==> config.mk <==
export PLATFORM = sky130hd
export DESIGN_NAME = ascon_program_sequencer_flat
export DESIGN_NICKNAME = d
export VERILOG_FILES = /design/src/rtl/ascon_program_sequencer_if.sv /design/src/rtl/ascon_program_sequencer.sv /design/src/flat_wrapper.sv
export SDC_FILE = /design/constraint.sdc
export NUM_CORES = 1
export LEC_CHECK = 0
export ABC_AREA = 1
export CAP_MARGIN = 20
export CORE_AREA = 5 5 312 314
export DETAILED_ROUTE_END_ITERATION = 6
export DIE_AREA = 0 0 317 319
export MAX_ROUTING_LAYER = met4
export PLACE_DENSITY = 0.45
export SLEW_MARGIN = 20
export SYNTH_ARGS = -nofsm -noshare
export SYNTH_HDL_FRONTEND = slang
export SYNTH_SLANG_ARGS = --single-unit
==> constraint.sdc <==
create_clock -name clk -period 2.16 [get_ports clk]
set_input_delay 0.432 -clock clk [delete_from_list [all_inputs] [get_ports clk]]
set_output_delay 0.432 -clock clk [all_outputs]
set_load 0.02 [all_outputs]
==> src/rtl/ascon_program_sequencer_if.sv <==
// Signal bundle between ascon_program_sequencer (master) and its host, program/block
// memories and the ASCON core (slave).
interface ascon_program_sequencer_if #(
  parameter int WIDTH = 128,
  parameter int PC_W  = 5,
  parameter int BLK_W = 3
);
  logic             start;
  logic [PC_W-1:0]  prog_base;
  logic             busy;
  logic             done;
  logic             error;
  logic [PC_W-1:0]  imem_addr;
  logic [5:0]       imem_data;
  logic [BLK_W-1:0] dmem_addr;
  logic [WIDTH-1:0] dmem_data;
  logic [BLK_W-1:0] tmem_addr;
  logic [WIDTH-1:0] tmem_data;
  logic [5:0]       instruction;
  logic [WIDTH-1:0] data_block;
  logic [WIDTH-1:0] txt_block;
  logic             data_blk_en;
  logic             txt_blk_en;
  logic             core_next;
  logic [WIDTH-1:0] ascon_out;
  logic [WIDTH-1:0] out_data;
  logic             out_valid;
  logic [BLK_W-1:0] out_index;

  modport master (
    input  start, prog_base, imem_data, dmem_data, tmem_data, core_next, ascon_out,
    output busy, done, error, imem_addr, dmem_addr, tmem_addr, instruction,
           data_block, txt_block, data_blk_en, txt_blk_en, out_data, out_valid, out_index
  );

  modport slave (
    output start, prog_base, imem_data, dmem_data, tmem_data, core_next, ascon_out,
    input  busy, done, error, imem_addr, dmem_addr, tmem_addr, instruction,
           data_block, txt_block, data_blk_en, txt_blk_en, out_data, out_valid, out_index
  );
endinterface

==> src/rtl/ascon_program_sequencer.sv <==
// Program sequencer for the ASCON system core: fetches opcodes, pushes data/text blocks,
// waits on core ready and captures pulled outputs. Optional watchdog: ASCON_SEQ_TIMEOUT_EN.
module ascon_program_sequencer #(
  parameter int         WIDTH        = 128,
  parameter int         PC_W         = 5,
  parameter int         BLK_W        = 3,
  parameter logic [5:0] OP_DATA_PUSH = 6'h01,
  parameter logic [5:0] OP_TXT_PUSH  = 6'h02,
  parameter logic [5:0] OP_OUT_PULL  = 6'h03,
  parameter logic [5:0] OP_HALT      = 6'h3f,
  parameter int         TMO_W        = 16
) (
  input  logic                     clk,
  input  logic                     rstn,
  ascon_program_sequencer_if.master bus
);

  typedef enum logic [2:0] {
    S_RST_WAIT,
    S_IDLE,
    S_FETCH,
    S_DECODE,
    S_SETTLE,
    S_WAIT,
    S_DONE
  } state_t;

  state_t           r_state,       w_state_next;
  logic [PC_W-1:0]  r_pc,          w_pc_next;
  logic [BLK_W-1:0] r_dptr,        w_dptr_next;
  logic [BLK_W-1:0] r_tptr,        w_tptr_next;
  logic [BLK_W-1:0] r_pull_cnt,    w_pull_cnt_next;
  logic [5:0]       r_instruction, w_instruction_next;
  logic [WIDTH-1:0] r_data_block,  w_data_block_next;
  logic [WIDTH-1:0] r_txt_block,   w_txt_block_next;
  logic             r_data_en,     w_data_en_next;
  logic             r_txt_en,      w_txt_en_next;
  logic             r_busy,        w_busy_next;
  logic             r_done,        w_done_next;
  logic [WIDTH-1:0] r_out_data,    w_out_data_next;
  logic             r_out_valid,   w_out_valid_next;
  logic [BLK_W-1:0] r_out_index,   w_out_index_next;
`ifdef ASCON_SEQ_TIMEOUT_EN
  logic             r_error,       w_error_next;
  logic [TMO_W-1:0] r_tmo,         w_tmo_next;
  logic [TMO_W-1:0] w_tmo_inc;
`endif

  always_comb begin
    w_state_next       = r_state;
    w_pc_next          = r_pc;
    w_dptr_next        = r_dptr;
    w_tptr_next        = r_tptr;
    w_pull_cnt_next    = r_pull_cnt;
    w_instruction_next = r_instruction;
    w_data_block_next  = r_data_block;
    w_txt_block_next   = r_txt_block;
    w_data_en_next     = 1'b0;
    w_txt_en_next      = 1'b0;
    w_busy_next        = r_busy;
    w_done_next        = 1'b0;
    w_out_data_next    = r_out_data;
    w_out_valid_next   = 1'b0;
    w_out_index_next   = r_out_index;
`ifdef ASCON_SEQ_TIMEOUT_EN
    w_error_next       = r_error;
    w_tmo_next         = r_tmo;
    w_tmo_inc          = r_tmo + TMO_W'(1);
`endif

    case (r_state)
      S_RST_WAIT: begin
        if (bus.core_next) begin
          w_state_next = S_IDLE;
        end
      end

      S_IDLE: begin
        if (bus.start) begin
          w_pc_next       = bus.prog_base;
          w_dptr_next     = '0;
          w_tptr_next     = '0;
          w_pull_cnt_next = '0;
          w_busy_next     = 1'b1;
`ifdef ASCON_SEQ_TIMEOUT_EN
          w_error_next    = 1'b0;
`endif
          w_state_next    = S_FETCH;
        end
      end

      S_FETCH: begin
        w_state_next = S_DECODE;
      end

      // Block memories are addressed by the live pointers, so their data is valid here.
      S_DECODE: begin
        if (bus.imem_data == OP_HALT) begin
          w_done_next  = 1'b1;
          w_state_next = S_DONE;
        end else begin
          w_instruction_next = bus.imem_data;
          if (bus.imem_data == OP_DATA_PUSH) begin
            w_data_block_next = bus.dmem_data;
            w_data_en_next    = 1'b1;
            w_dptr_next       = r_dptr + BLK_W'(1);
          end else if (bus.imem_data == OP_TXT_PUSH) begin
            w_txt_block_next = bus.tmem_data;
            w_txt_en_next    = 1'b1;
            w_tptr_next      = r_tptr + BLK_W'(1);
          end
          w_state_next = S_SETTLE;
        end
      end

      // The core has not yet seen the new instruction, so its ready bit is stale here.
      S_SETTLE: begin
`ifdef ASCON_SEQ_TIMEOUT_EN
        w_tmo_next   = '0;
`endif
        w_state_next = S_WAIT;
      end

      S_WAIT: begin
        if (bus.core_next) begin
          if (r_instruction == OP_OUT_PULL) begin
            w_out_data_next  = bus.ascon_out;
            w_out_valid_next = 1'b1;
            w_out_index_next = r_pull_cnt;
            w_pull_cnt_next  = r_pull_cnt + BLK_W'(1);
          end
          w_pc_next    = r_pc + PC_W'(1);
          w_state_next = S_FETCH;
        end
`ifdef ASCON_SEQ_TIMEOUT_EN
        else if (&w_tmo_inc) begin
          w_instruction_next = OP_HALT;
          w_error_next       = 1'b1;
          w_busy_next        = 1'b0;
          w_state_next       = S_IDLE;
        end else begin
          w_tmo_next = w_tmo_inc;
        end
`endif
      end

      S_DONE: begin
        w_instruction_next = OP_HALT;
        w_busy_next        = 1'b0;
        w_state_next       = S_IDLE;
      end

      default: begin
        w_state_next = S_RST_WAIT;
      end
    endcase
  end

  always_ff @(posedge clk) begin
    if (!rstn) begin
      r_state       <= S_RST_WAIT;
      r_pc          <= '0;
      r_dptr        <= '0;
      r_tptr        <= '0;
      r_pull_cnt    <= '0;
      r_instruction <= OP_HALT;
      r_data_block  <= '0;
      r_txt_block   <= '0;
      r_data_en     <= 1'b0;
      r_txt_en      <= 1'b0;
      r_busy        <= 1'b0;
      r_done        <= 1'b0;
      r_out_data    <= '0;
      r_out_valid   <= 1'b0;
      r_out_index   <= '0;
`ifdef ASCON_SEQ_TIMEOUT_EN
      r_error       <= 1'b0;
      r_tmo         <= '0;
`endif
    end else begin
      r_state       <= w_state_next;
      r_pc          <= w_pc_next;
      r_dptr        <= w_dptr_next;
      r_tptr        <= w_tptr_next;
      r_pull_cnt    <= w_pull_cnt_next;
      r_instruction <= w_instruction_next;
      r_data_block  <= w_data_block_next;
      r_txt_block   <= w_txt_block_next;
      r_data_en     <= w_data_en_next;
      r_txt_en      <= w_txt_en_next;
      r_busy        <= w_busy_next;
      r_done        <= w_done_next;
      r_out_data    <= w_out_data_next;
      r_out_valid   <= w_out_valid_next;
      r_out_index   <= w_out_index_next;
`ifdef ASCON_SEQ_TIMEOUT_EN
      r_error       <= w_error_next;
      r_tmo         <= w_tmo_next;
`endif
    end
  end

  assign bus.imem_addr   = r_pc;
  assign bus.dmem_addr   = r_dptr;
  assign bus.tmem_addr   = r_tptr;
  assign bus.instruction = r_instruction;
  assign bus.data_block  = r_data_block;
  assign bus.txt_block   = r_txt_block;
  assign bus.data_blk_en = r_data_en;
  assign bus.txt_blk_en  = r_txt_en;
  assign bus.busy        = r_busy;
  assign bus.done        = r_done;
  assign bus.out_data    = r_out_data;
  assign bus.out_valid   = r_out_valid;
  assign bus.out_index   = r_out_index;
`ifdef ASCON_SEQ_TIMEOUT_EN
  assign bus.error       = r_error;
`else
  assign bus.error       = 1'b0;
`endif

endmodule

==> src/flat_wrapper.sv <==
// flat-port wrapper written by rule: the top's interface ports become plain ports
module ascon_program_sequencer_flat 
#(
  parameter int         WIDTH        = 128,
  parameter int         PC_W         = 5,
  parameter int         BLK_W        = 3,
  parameter logic [5:0] OP_DATA_PUSH = 6'h01,
  parameter logic [5:0] OP_TXT_PUSH  = 6'h02,
  parameter logic [5:0] OP_OUT_PULL  = 6'h03,
  parameter logic [5:0] OP_HALT      = 6'h3f,
  parameter int         TMO_W        = 16
)
  (clk, rstn, bus_start, bus_prog_base, bus_imem_data, bus_dmem_data, bus_tmem_data, bus_core_next, bus_ascon_out, bus_busy, bus_done, bus_error, bus_imem_addr, bus_dmem_addr, bus_tmem_addr, bus_instruction, bus_data_block, bus_txt_block, bus_data_blk_en, bus_txt_blk_en, bus_out_data, bus_out_valid, bus_out_index);
  ascon_program_sequencer_if #(.WIDTH(WIDTH), .PC_W(PC_W), .BLK_W(BLK_W)) bus_i ();
  input  logic clk;
  input  logic rstn;
  input wire logic [$bits(bus_i.start)-1:0] bus_start;
  input wire logic [$bits(bus_i.prog_base)-1:0] bus_prog_base;
  input wire logic [$bits(bus_i.imem_data)-1:0] bus_imem_data;
  input wire logic [$bits(bus_i.dmem_data)-1:0] bus_dmem_data;
  input wire logic [$bits(bus_i.tmem_data)-1:0] bus_tmem_data;
  input wire logic [$bits(bus_i.core_next)-1:0] bus_core_next;
  input wire logic [$bits(bus_i.ascon_out)-1:0] bus_ascon_out;
  output wire logic [$bits(bus_i.busy)-1:0] bus_busy;
  output wire logic [$bits(bus_i.done)-1:0] bus_done;
  output wire logic [$bits(bus_i.error)-1:0] bus_error;
  output wire logic [$bits(bus_i.imem_addr)-1:0] bus_imem_addr;
  output wire logic [$bits(bus_i.dmem_addr)-1:0] bus_dmem_addr;
  output wire logic [$bits(bus_i.tmem_addr)-1:0] bus_tmem_addr;
  output wire logic [$bits(bus_i.instruction)-1:0] bus_instruction;
  output wire logic [$bits(bus_i.data_block)-1:0] bus_data_block;
  output wire logic [$bits(bus_i.txt_block)-1:0] bus_txt_block;
  output wire logic [$bits(bus_i.data_blk_en)-1:0] bus_data_blk_en;
  output wire logic [$bits(bus_i.txt_blk_en)-1:0] bus_txt_blk_en;
  output wire logic [$bits(bus_i.out_data)-1:0] bus_out_data;
  output wire logic [$bits(bus_i.out_valid)-1:0] bus_out_valid;
  output wire logic [$bits(bus_i.out_index)-1:0] bus_out_index;
  assign bus_i.start = bus_start;
  assign bus_i.prog_base = bus_prog_base;
  assign bus_i.imem_data = bus_imem_data;
  assign bus_i.dmem_data = bus_dmem_data;
  assign bus_i.tmem_data = bus_tmem_data;
  assign bus_i.core_next = bus_core_next;
  assign bus_i.ascon_out = bus_ascon_out;
  assign bus_busy = bus_i.busy;
  assign bus_done = bus_i.done;
  assign bus_error = bus_i.error;
  assign bus_imem_addr = bus_i.imem_addr;
  assign bus_dmem_addr = bus_i.dmem_addr;
  assign bus_tmem_addr = bus_i.tmem_addr;
  assign bus_instruction = bus_i.instruction;
  assign bus_data_block = bus_i.data_block;
  assign bus_txt_block = bus_i.txt_block;
  assign bus_data_blk_en = bus_i.data_blk_en;
  assign bus_txt_blk_en = bus_i.txt_blk_en;
  assign bus_out_data = bus_i.out_data;
  assign bus_out_valid = bus_i.out_valid;
  assign bus_out_index = bus_i.out_index;
  ascon_program_sequencer #(.WIDTH(WIDTH), .PC_W(PC_W), .BLK_W(BLK_W), .OP_DATA_PUSH(OP_DATA_PUSH), .OP_TXT_PUSH(OP_TXT_PUSH), .OP_OUT_PULL(OP_OUT_PULL), .OP_HALT(OP_HALT), .TMO_W(TMO_W)) u_core (.clk(clk), .rstn(rstn), .bus(bus_i));
endmodule
==> After elaboration in Yosys (flattened, before gate mapping) <==
Cells that the tools add are included.
{ "word_totals": {"ff_bits": 415, "inputBits": 399, "output_inout_bits": 410, "wordCells": 87} }
{ "op_classes": {"add_sub_neg": 4, "eq_ne": 18, "mux": 27, "bitwise_logic": 4, "reduce_logical": 19} }
{ "ops": {"columns": ["op", "count"], "rows": [
  ["two-way mux 3 bit", 11],
  ["one-hot mux 3 bit (7 select lines)", 1],
  ["one-hot mux 3 bit (2 select lines)", 3],
  ["AND reduction 3 bit", 5],
  ["equality test 6 x 2 -> 1 bit, second input constant", 2],
  ["one-hot mux 6 bit (2 select lines)", 1],
  ["AND reduction 4 bit", 3],
  ["two-way mux 5 bit", 2],
  ["!= test 2 bit, second input constant", 5],
  ["one-hot mux 5 bit (2 select lines)", 1],
  ["adder 3 x 1 -> 3 bit, second input constant", 3],
  ["equality test 3 bit, second input constant", 3],
  ["nonzero test 2 bit", 4],
  ["equality test 3 x 2 -> 1 bit, second input constant", 2],
  ["equality test 6 x 1 -> 1 bit, second input constant", 1],
  ["equality test 6 bit, second input constant", 1],
  ["two-way mux 6 bit", 1],
  ["!= test 2 x 1 -> 1 bit, second input constant", 3],
  ["AND reduction 2 bit", 3],
  ["adder 5 x 1 -> 5 bit, second input constant", 1],
  ["two-way mux 1 bit", 5],
  ["AND reduction 5 bit", 1],
  ["NOT 1 bit", 4],
  ["OR reduction 4 bit", 1],
  ["5 further kinds", 5]
]} }

==> Depth between registers and ports, before layout <==
Gate-level depths: netlist (run 1).
{ "depth": {"depth_word": 5, "mapped_depth": 10, "ltp_nobuf": 9} }

==> Worst setup path after synthesis (run 1) <==
Ideal clock, no wire load.
{ "synth_timing": {"kind": "register -> register", "start": "register u_core.r_instruction[1] (netlist: u_core.bus.instruction[1])", "end": "register u_core.r_out_data[100] (netlist: u_core.bus.out_data[100])", "t_arrival_ns": 1.565, "t_required_ns": 2.028, "setup_slack_ns": 0.463, "stages_incl_launch_ff": 8, "n_path_buf": 2, "synth_period_minus_slack_ns": 1.697, "cell_sequence": "dfxtp_1 nand2_1 nor3_1 nand3_1 clkbuf_1 clkbuf_1 o21ai_0 a21oi_1"} }
{ "synth_via": {"elab_chain_len": 2} }
{ "synth_rtl": {"columns": ["element", "line_no", "source"], "rows": [
  ["from (decl)", "ascon_program_sequencer.sv:33", "logic [5:0] r_instruction, w_instruction_next;"],
  ["from (signal assigned)", "ascon_program_sequencer.sv:186", "r_instruction <= w_instruction_next;"],
  ["equality test 6 x 2 -> 1 bit", "ascon_program_sequencer.sv:126", "if (r_instruction == OP_OUT_PULL) begin"],
  ["AND reduction 3 bit (no source line)", null, null],
  ["to (signal assigned)", "ascon_program_sequencer.sv:193", "r_out_data <= w_out_data_next;"],
  ["to (decl)", "ascon_program_sequencer.sv:40", "logic [WIDTH-1:0] r_out_data, w_out_data_next;"]
]} }
No other way between the ends.
A chain may end at the register's enable or synchronous reset.

==> Worst setup path in the final report (run 1) <==
{ "layout_timing": {"start": "register u_core.r_data_block[12] (netlist: u_core.bus.data_block[12])", "end": "output bus_data_block[12]"} }
{ "layout_rtl": {"columns": ["element", "line_no", "source"], "rows": [
  ["from (decl)", "ascon_program_sequencer.sv:34", "logic [WIDTH-1:0] r_data_block, w_data_block_next;"],
  ["from (signal assigned)", "ascon_program_sequencer.sv:187", "r_data_block <= w_data_block_next;"],
  ["to (decl)", "flat_wrapper.sv:31", "output wire logic [$bits(bus_i.data_block)-1:0] bus_data_block;"]
]} }
No word-level cell between the ends.

==> flow_summary_export.csv, run 1 <==
group,metric,value,unit
sta,slew_viol_final,0,
clock_tree,clockBufferDepth,3,
floorplan,coreArea,0.0943,mm2
synthesis,syn_area,0.0150,mm2
layout,fin_area,0.0270,mm2
critical_path,crit_path_max_fanout,2,
clock_tree,cts_root_buf,"clkbuf_16",
grt,grt.total_usage,13.9,%
sta,setup_viol,0,
sta,tightest_slew,0.608,ns
critical_path,cp_slowest_stage_delay,0.65,ns
sta,hold_viol,0,
power,clockPowerShare,50.7,%
synthesis,synth_seq_cells,415,
detailed_routing,routed_wl,71.9,mm
synthesis,synth.net_count,2305,
detailed_routing,drc,0,
synthesis,synth_top_area_share,55.4,%
floorplan,rows,113,
place,port_buffers,807,
critical_path,cp_num_buf_inv,1,
hold_path,min_to,"u_core.bus.data_block[19]",
synthesis,muxShareOfSynthArea,0,%
synthesis,synthDistinctLibCells,27,
synthesis,syn_area_per_cell,7.89,um2
synthesis,synth-simple-area-share,13.3,%
critical_path,path_cells,"clkdlybuf4s50_1",
detailed_routing,drtIter0Drc,756,
critical_path,cp_slowest_cell,"clkdlybuf4s50_1",
hold_path,hold_start,"rstn",
floorplan,initial_core_util,15.9,%
synthesis,synth_compound_area_share,22.6,%
hold_path,hp-class,"input port to flop",
synthesis,netlist_instances,1902,
power,p_seq_share,42.4,%
detailed_routing,dr.pass1.iters,5,
sta,max_clock_freq,478,MHz
critical_path,worstPathArrival,1.66,ns
critical_path,reg2regPathDepth,6,
critical_path,r2r_slack,0.24,ns
power,power.density,676,mW/mm2
detailed_routing,wl_per_cell,17.8,um
floorplan,ios,809,
synthesis,synth_largest_area_cell,"dfxtp_1",
clock_tree,clock-sinks,415,
clock_tree,cts_max_level,2,
grt,grt_pass1_wl,104,mm
clock_tree,clk_pin_slew,0.06,ns
sta,skew,0.0171,ns
power,irDropWorstVdd,0.523,mV
layout,final_layout_size_suffix_gt1_share,7.33,%
detailed_routing,drtAntennaViolNets,0,
synthesis,ys_seq_area_share,55.4,%
synthesis,synth_top_family_by_area,"compound AO/OA/AOI/OAI gates",
place,place_congestion,0.785,
power,cellInternalPower,14100,uW
critical_path,worstReg2RegStart,"u_core.bus.instruction[0]",
grt,grt_max_degree,133,
synthesis,yosys.area_share.adder,0.334,%
sta,fin_hold_ws,0.191,ns
status,outcome,"finished clean",
detailed_routing,drt-vias-per-instance,3.86,
grt,grt_pass1_vias,16000,
floorplan,die_w,317,um
job,cap_violations,0,
synthesis,yosys_warnings,0,
layout,fin_util,28.6,%
sta,period_needed,2.09,ns
grt,antenna_found_initial,16,
power,power_switching,4130,uW
place,place_hpwl,55.2,mm
sta,slew_headroom,59.5,%
critical_path,start_kind,"flop",
floorplan,dieArea,0.101,mm2
hold_path,worstHoldPathCells,3,
critical_path,required,1.73,ns
clock_tree,cts.repair.resized,31,
clock_tree,cts_tree,"done",
critical_path,cp-end-kind,"primary output",
power,combPwrFrac,6.9,%
floorplan,die_h,319,um
sta,fin_crit_sh,96.8,%
power,p_leak,0.00993,uW
clock_tree,postCtsSetupBuffers,0,
place,place_area,0.0252,mm2
synthesis,synth_xor_area_share,0.175,%
sta,finalSetupTns,0,ns
clock_tree,clk_latency,0.62,ns
critical_path,r2r_end,"u_core.bus.out_data[85]",
synthesis,yosys-top-cells-area,"dfxtp_1, o21ai_0, a21oi_1, nor2_1, nand2_1",
layout,area_delta_synth_final,79.8,%
power,p_sw_share,22.7,%
grt,grt.overflow.total,0,
clock_tree,cts_buffers,53,
critical_path,crit_family,"buffers and inverters",
critical_path,worstSetupPathType,"flop to primary output",
sta,rsz0062_at_grt,"no",
clock_tree,hold_buffers,0,
layout,final_nets,3132,
detailed_routing,vias,15600,
==> cell usage after synthesis, drive strengths merged <==
cell type,n
a21oi,269
a31oi,1
buf,38
clkbuf,106
conb,1
dfxtp,415
ha,4
inv,153
nand2,181
nand3,26
nor2,293
nor3,3
nor3b,1
nor4,2
o211ai,6
o21ai,397
or2,3
xnor2,2
xor2,1
==> cells in the final DEF (no fill, tap or decap), types with 2 or more instances in the layout <==
cell type | Yosys | routed
buf_4 | 2 | 84
ha_1 | 4 | 4
inv_1 | 151 | 150
clkbuf_16 | 0 | 55
dfxtp_1 | 415 | 415
a21oi_1 | 269 | 269
or2_2 | 3 | 3
o21ai_0 | 397 | 397
clkinvlp_4 | 0 | 2
nor4_1 | 2 | 2
o211ai_1 | 6 | 6
nand3_1 | 26 | 24
nor2_1 | 291 | 291
bufinv_16 | 0 | 6
buf_12 | 0 | 26
dlygate4sd2_1 | 0 | 31
clkbuf_8 | 0 | 7
xnor2_1 | 2 | 2
nand3_4 | 0 | 2
clkinv_2 | 0 | 6
nand2_1 | 180 | 180
clkdlybuf4s50_1 | 0 | 773
nor3_1 | 2 | 2
inv_6 | 0 | 2
clkbuf_1 | 106 | 14
inv_4 | 0 | 2
diode_2 | 0 | 13
==> worst max path at each step <==
stage / startpoint / end / cells past startpoint
global route: u_core.bus.data_block[107] / bus_data_block[107] / 1
global placement: bus_imem_data[1] / u_core.bus.data_block[35] / 9
floorplan: u_core.bus.instruction[1] / u_core.bus.out_data[100] / 7
CTS: u_core.bus.data_block[21] / bus_data_block[21] / 1
finish: u_core.bus.data_block[12] / bus_data_block[12] / 1
detailed placement: bus_imem_data[1] / u_core.bus.data_block[40] / 9
==> kinds of logic (layout without fill, tap and decap cells) <==
logic type | Yosys count | count (layout)
XOR/XNOR | 3 | 3
AND/OR/NAND/NOR | 509 | 509
buffers and inverters | 297 | 1163
adder cells (fa/ha/maj) | 4 | 4
other | 1 | 14
AO/OA/AOI/OAI | 673 | 673
flip-flops | 415 | 415
==> registers in the layout, summed over array words and instances, names as in the netlist, 5 cells and up <==
name                    count
u_core.bus.txt_block      128
u_core.bus.imem_addr        5
u_core.bus.out_data       128
u_core.bus.instruction      6
u_core.bus.data_block     128
==> power by group through the flow <==
| stage | logic (uW) | clock network [uW] | registers (uW) |
|---|---|---|---|
| 2_1_floorplan | 267 | 0 | 7910 |
| 3_3_place_gp | 1300 | 0 | 7890 |
| 3_5_place_dp | 1290 | 0 | 7890 |
| 4_1_cts | 1290 | 9640 | 7720 |
| 5_1_grt | 1370 | 9910 | 7730 |
| 6_report | 1270 | 9230 | 7720 |
==> cell type report <==
cell class	instances	area (um2)
multi-input cells	1190	5500
flip-flops and latches	415	8310
well taps	1265	1580
fillers	10200	67300
clock buffers	76	1530
repair buffers	916	9180
diodes	13	32.5
clock inverters	18	263
inverters	153	579
==> routing by layer <==
layer  GRT usage, %  vias up  routed length [um]
li1               -     7892                   -
met1           15.1     7068               28100
met2           23.0      566               34200
met3           5.72       95                7610
met4           4.73        0                1990
met5              -        -                   0
==> through the flow <==
step                      std cells  setup slack, ns  total power (uW)
after floorplan                1902            0.463              8180
after global placement         3939           -0.147              9190
after detailed placement       3939           -0.154              9180
after CTS                      4033          0.00217             18700
after global routing           4046           0.0124             19000
final                          4046           0.0686             18200
Power figures use the tool's default switching activity.
==> run 2: changes to the inputs <==
- ABC_AREA: 1 -> not set
- CORE_AREA: 5 5 312 314 -> 5 5 313 315
- DIE_AREA: 0 0 317 319 -> 0 0 318 320
- PLACE_DENSITY: 0.45 -> 0.47
- SLEW_MARGIN: 20 -> not set
==> run 2 against run 1 <==
Net effect: flip-flop and latch count did not move; die area rose by 0.63%; utilization rose by 1.5 points; area after synthesis is 12% higher; critical path depth unchanged; clock skew up 0.0019 ns; sequential share of layout area shrank 1.6 points; power is 0.62% higher; via count down 3.7%; clock power about the same; sequential power decreased by 0.5%; first-iteration DRC count up 2.5%; largest power group unchanged.
==> flow_summary_export.csv, run 2 <==
group,metric,value,unit
sta,skew,0.0190,ns
detailed_routing,drtIter0Drc,775,
grt,grt_max_degree,135,
sta,hold_viol,0,
place,port_buffers,807,
detailed_routing,drc,0,
synthesis,synth_flop_cell,"dfxtp_1",
place,place_hpwl,55.2,mm
synthesis,yosys-top-cells-area,"dfxtp_1, mux2i_1, nand2_1, clkbuf_1, buf_6",
clock_tree,clock-sinks,415,
critical_path,r2r_slack,0.36,ns
clock_tree,clockBufferDepth,3,
synthesis,synth.net_count,2248,
power,p_leak,0.0100,uW
critical_path,cp_slowest_cell,"clkdlybuf4s50_1",
critical_path,start_kind,"flop",
synthesis,syn_area_per_cell,9.12,um2
critical_path,cp-end-kind,"primary output",
floorplan,rows,113,
synthesis,ys_seq_area_share,49.4,%
detailed_routing,wl_per_cell,17.8,um
sta,rsz0062_at_grt,"no",
floorplan,die_w,318,um
grt,grt.total_usage,13.4,%
layout,final_nets,3058,
clock_tree,clk_pin_slew,0.06,ns
grt,antenna_found_initial,4,
place,place_congestion,0.765,
clock_tree,cts_tree,"done",
floorplan,ios,809,
hold_path,hp-class,"input port to flop",
synthesis,yosys_warnings,0,
detailed_routing,dr.pass1.iters,4,
detailed_routing,drt-vias-per-instance,3.79,
layout,layout_commonest_cell,"nand2_1",
layout,final_layout_size_suffix_gt1_share,6.93,%
sta,slew_viol_final,0,
synthesis,syn_area,0.0168,mm2
power,power.density,645,mW/mm2
synthesis,async_flop_share,0,%
critical_path,worstPathArrival,1.64,ns
critical_path,cp_slowest_stage_delay,0.65,ns
sta,tightest_slew,0.630,ns
grt,grt.overflow.total,0,
sta,finalSetupTns,0,ns
layout,final_cell_mix,"nand2_1, clkdlybuf4s50_1, dfxtp_1",
grt,grt_pass1_wl,102,mm
power,irDropWorstVdd,0.529,mV
clock_tree,cts_root_buf,"clkbuf_16",
floorplan,dieArea,0.102,mm2
status,outcome,"finished clean",
synthesis,synth_seq_cells,415,
sta,fin_crit_sh,95.9,%
synthesis,synthTopCellsByCount,"nand2_1, dfxtp_1, mux2i_1",
clock_tree,clk_latency,0.61,ns
synthesis,synthDistinctLibCells,45,
sta,setup_viol,0,
floorplan,die_h,320,um
layout,area_delta_synth_final,69.1,%
floorplan,coreArea,0.0946,mm2
sta,slew_headroom,58.0,%
critical_path,crit_path_max_fanout,2,
critical_path,crit_family,"buffers and inverters",
grt,grt_pass1_vias,15400,
clock_tree,hold_buffers,0,
synthesis,synth_largest_area_cell,"dfxtp_1",
sta,max_clock_freq,483,MHz
detailed_routing,drtAntennaViolNets,0,
critical_path,worstSetupPathType,"flop to primary output",
synthesis,netlist_instances,1845,
sta,period_needed,2.07,ns
sta,fin_hold_ws,0.195,ns
job,cap_violations,0,
critical_path,path_cells,"clkdlybuf4s50_1",
synthesis,synth_edf_count,0,
floorplan,initial_core_util,17.8,%
clock_tree,cts_buffers,52,
detailed_routing,routed_wl,70.7,mm
synthesis,yosysMostFrequentCell,"nand2_1",
detailed_routing,vias,15000,
clock_tree,cts_max_level,2,
critical_path,cp_num_buf_inv,1,
synthesis,synth_top_area_share,49.4,%
critical_path,required,1.73,ns
-- run 2: final cells by class --
class,instances,area (um2)
well taps,1265,1580
clock inverters,18,231
repair buffers,899,9090
inverters,6,22.5
fillers,9956,66100
flip-flops and latches,415,8310
diodes,5,12.5
clock buffers,79,1580
multi-input cells,1281,7620
-- run 2: through the flow --
step	instances	total power (uW)	worst slack, ns	area [um2]	utilization, %
global route	3967	19100	0.00315	28400	30.1
detailed placement	3866	9290	-0.271	26600	28.2
global placement	3866	9290	-0.236	26600	28.2
CTS	3963	18700	0.00796	28400	30.1
finish	3968	18300	0.0896	28400	30.1
floorplan	1845	8280	0.507	16800	-
-- run 2: routing by layer --
layer | vias up | GRT usage [%] | share of wire [%]
met2 | 445 | 23.0 | 50
met5 | - | - | 0
met4 | 0 | 2.91 | 1.8
met1 | 6874 | 15.1 | 41
met3 | 76 | 4.91 | 7.5
li1 | 7641 | - | -
-- run 2: repair_timing --
item,4_1_cts,5_1_grt
pin swaps,0,0
setup endpoints to repair,21,2
setup buffers,0,0
resized for setup,21,2
-- run 2: worst paths after layout --
kind / start / to / cells after the start
hold / removal: rstn / u_core.bus.txt_block[126] / 3
hold reg to reg: u_core.bus.out_data[64] / u_core.bus.out_data[64] / 2
setup / recovery: u_core.bus.txt_block[102] / bus_txt_block[102] / 1
setup reg to reg: u_core.r_state[1] / u_core.bus.data_block[109] / 5
-- run 2: logic make-up (layout without fill, tap and decap cells) --
family / after synthesis / in the layout / share of synthesized area (%)
simple gates: 843 / 843 / 19.8
flops: 415 / 415 / 49.4
buf+inv: 149 / 1002 / 5.35
xor+xnor: 1 / 1 / 0.0521
fa+ha+maj: 4 / 4 / 0.298
other cells: 1 / 6 / 0.0223
compound gates: 31 / 31 / 1.18
mux: 401 / 401 / 23.9
-- run 2: power breakdown --
part | internal (uW) | switching, uW | total (uW) | leakage [uW]
combinational | 836 | 578 | 1410 | 0.00577
sequential | 7670 | 15.7 | 7680 | 0.00334
clock | 5640 | 3590 | 9230 | 0.000896
total | 14100 | 4190 | 18300 | 0.0100
==> run 3: changes to the inputs <==
- CORE_AREA: 5 5 313 315 -> 2 2 319 321
- DIE_AREA: 0 0 318 320 -> 0 0 321 323
- PLACE_DENSITY: 0.47 -> 0.45
- clock period: 2.16 -> 1.96 ns (I/O delays scaled with it)
==> run 3 against run 2 <==
Net effect: first-iteration DRC count is 9.7% lower; final cell count is 1.4% higher; non-clock buffer count is 19 higher; power is 8.2% higher; largest power group unchanged.
==> flow_summary_export.csv, run 3 (synthesis results as in run 2) <==
group,metric,value,unit
critical_path,cp_slowest_cell,"clkdlybuf4s50_1",
critical_path,worstPathArrival,2.39,ns
detailed_routing,drtAntennaViolNets,0,
detailed_routing,routed_wl,68.4,mm
floorplan,initial_core_util,16.7,%
critical_path,path_cells,"clkdlybuf4s50_1 > nor4_4 > buf_4 > and4_4 > buf_12 > buf_12 > mux2i_1",
floorplan,coreArea,0.101,mm2
critical_path,crit_path_max_fanout,20,
power,irDropWorstVdd,0.591,mV
floorplan,rows,117,
floorplan,die_h,323,um
critical_path,start_kind,"input port",
power,power.density,707,mW/mm2
critical_path,cp-end-kind,"flop",
floorplan,ios,809,
sta,fin_crit_sh,95.3,%
layout,fin_util,27.8,%
sta,skew,0.0294,ns
clock_tree,clock-sinks,415,
layout,final_layout_size_suffix_gt1_share,7.30,%
grt,grt.total_usage,12.8,%
floorplan,dieArea,0.104,mm2
layout,area_delta_synth_final,66.7,%
sta,rsz0062_at_grt,"no",
place,place_inst,3929,
clock_tree,cts_max_level,2,
clock_tree,clk_latency,0.62,ns
layout,multiInputGateArea,0.00762,mm2
grt,grt_pass1_wl,97.9,mm
detailed_routing,drt-vias-per-instance,3.74,
place,place_congestion,0.784,
clock_tree,cts.repair.resized,408,
layout,final_cell_mix,"nand2_1, dfxtp_1, dlygate4sd2_1",
sta,setup_viol,0,
layout,seq_area,0.00831,mm2
layout,final_cell_count_no_fill,4025,
critical_path,crit_family,"buffers and inverters",
clock_tree,clk_pin_slew,0.06,ns
place,place_hpwl,52.3,mm
sta,max_clock_freq,535,MHz
detailed_routing,vias,15000,
place,port_buffers,807,
sta,tightest_slew,0.486,ns
layout,n_fill_cell,10900,
grt,grt.overflow.total,0,
sta,hold_viol,0,
clock_tree,cts_tree,"done",
floorplan,die_w,321,um
sta,slew_viol_final,0,
grt,grt_max_degree,102,
critical_path,worstSetupPathType,"input port to flop",
hold_path,hp-class,"input port to flop",
sta,slew_headroom,66.7,%
clock_tree,hold_buffers,0,
clock_tree,cts_buffers,52,
layout,layout_commonest_cell,"nand2_1",
critical_path,path_common_cell,"buf_12",
grt,grt_pass1_vias,15400,
sta,period_needed,1.87,ns
critical_path,cp_slowest_stage_delay,0.51,ns
detailed_routing,drtIter0Drc,700,
status,outcome,"finished clean",
sta,fin_hold_ws,0.129,ns
power,p_total,19800,uW
layout,final_nets,3077,
job,cap_violations,0,
detailed_routing,wl_per_cell,17.0,um
detailed_routing,dr.pass1.iters,5,
detailed_routing,drc,0,
power,p_leak,0.0119,uW
clock_tree,clockBufferDepth,3,
clock_tree,cts_root_buf,"clkbuf_16",
clock_tree,postCtsSetupBuffers,0,
critical_path,required,2.48,ns
grt,antenna_found_initial,5,
critical_path,cp_num_buf_inv,4,
[run 3: changes by cell type in the layout (fill, tap and decap cells not counted), sizes merged]
cell,before,now
clkbuf,79,77
buf,94,114
clkdlybuf4s15,0,1
clkdlybuf4s50,782,397
clkinv,9,8
clkinvlp,2,1
bufinv,5,4
dlymetal6s2s,2,0
dlygate4sd2,21,406
inv,8,7
[run 3: through the flow]
stage	setup WS [ns]	instance area [um2]	TNS (ns)
after floorplan	0.347	16800	0
after global placement	-0.508	26800	-121.51
after detailed placement	-0.528	26800	-126.58
after global routing	0.0205	28000	0
after CTS	0.00900	28000	0
final	0.0925	28000	0
[run 3: path summary, 6_finish.rpt]
path | start | endpoint | slack (ns) | depth (start not counted)
max | bus_imem_data[2] | u_core.bus.data_block[17] | 0.09 | 7
min reg2reg | u_core.bus.data_block[94] | u_core.bus.data_block[94] | 0.45 | 2
min | rstn | u_core.bus.txt_block[109] | 0.13 | 3
max reg2reg | u_core.r_state[0] | u_core.bus.data_block[17] | 0.30 | 5
[run 3: final cells by class]
| class | count | share of cell area [%] |
|---|---|---|
| Antenna cell | 5 | 0.0446 |
| Multi-Input combinational cell | 1281 | 27.2 |
| Tap cell | 1309 | 5.84 |
| Timing Repair Buffer | 918 | 31.2 |
| Inverter | 6 | 0.0803 |
| Sequential cell | 415 | 29.6 |
| Clock buffer | 77 | 5.44 |
| Clock inverter | 14 | 0.642 |
[run 3: metal layers]
layer / wire [um] / GRT usage, %
met1: 28900 / 14.8
met2: 33100 / 21.3
met3: 5020 / 4.19
met4: 1410 / 3.45
met5: 0 / -
[run 3: worst min-delay path: stages]
cell	delay (ns)
buf_8	0.16
nand2_1	0.08
mux2i_1	0.05
[run 3: where the power goes]
group          switching, uW  internal, uW  total, uW
Combinational            633           922       1550
Sequential              13.5          8450       8470
Clock                   3950          5870       9820
Total                   4600         15200      19800
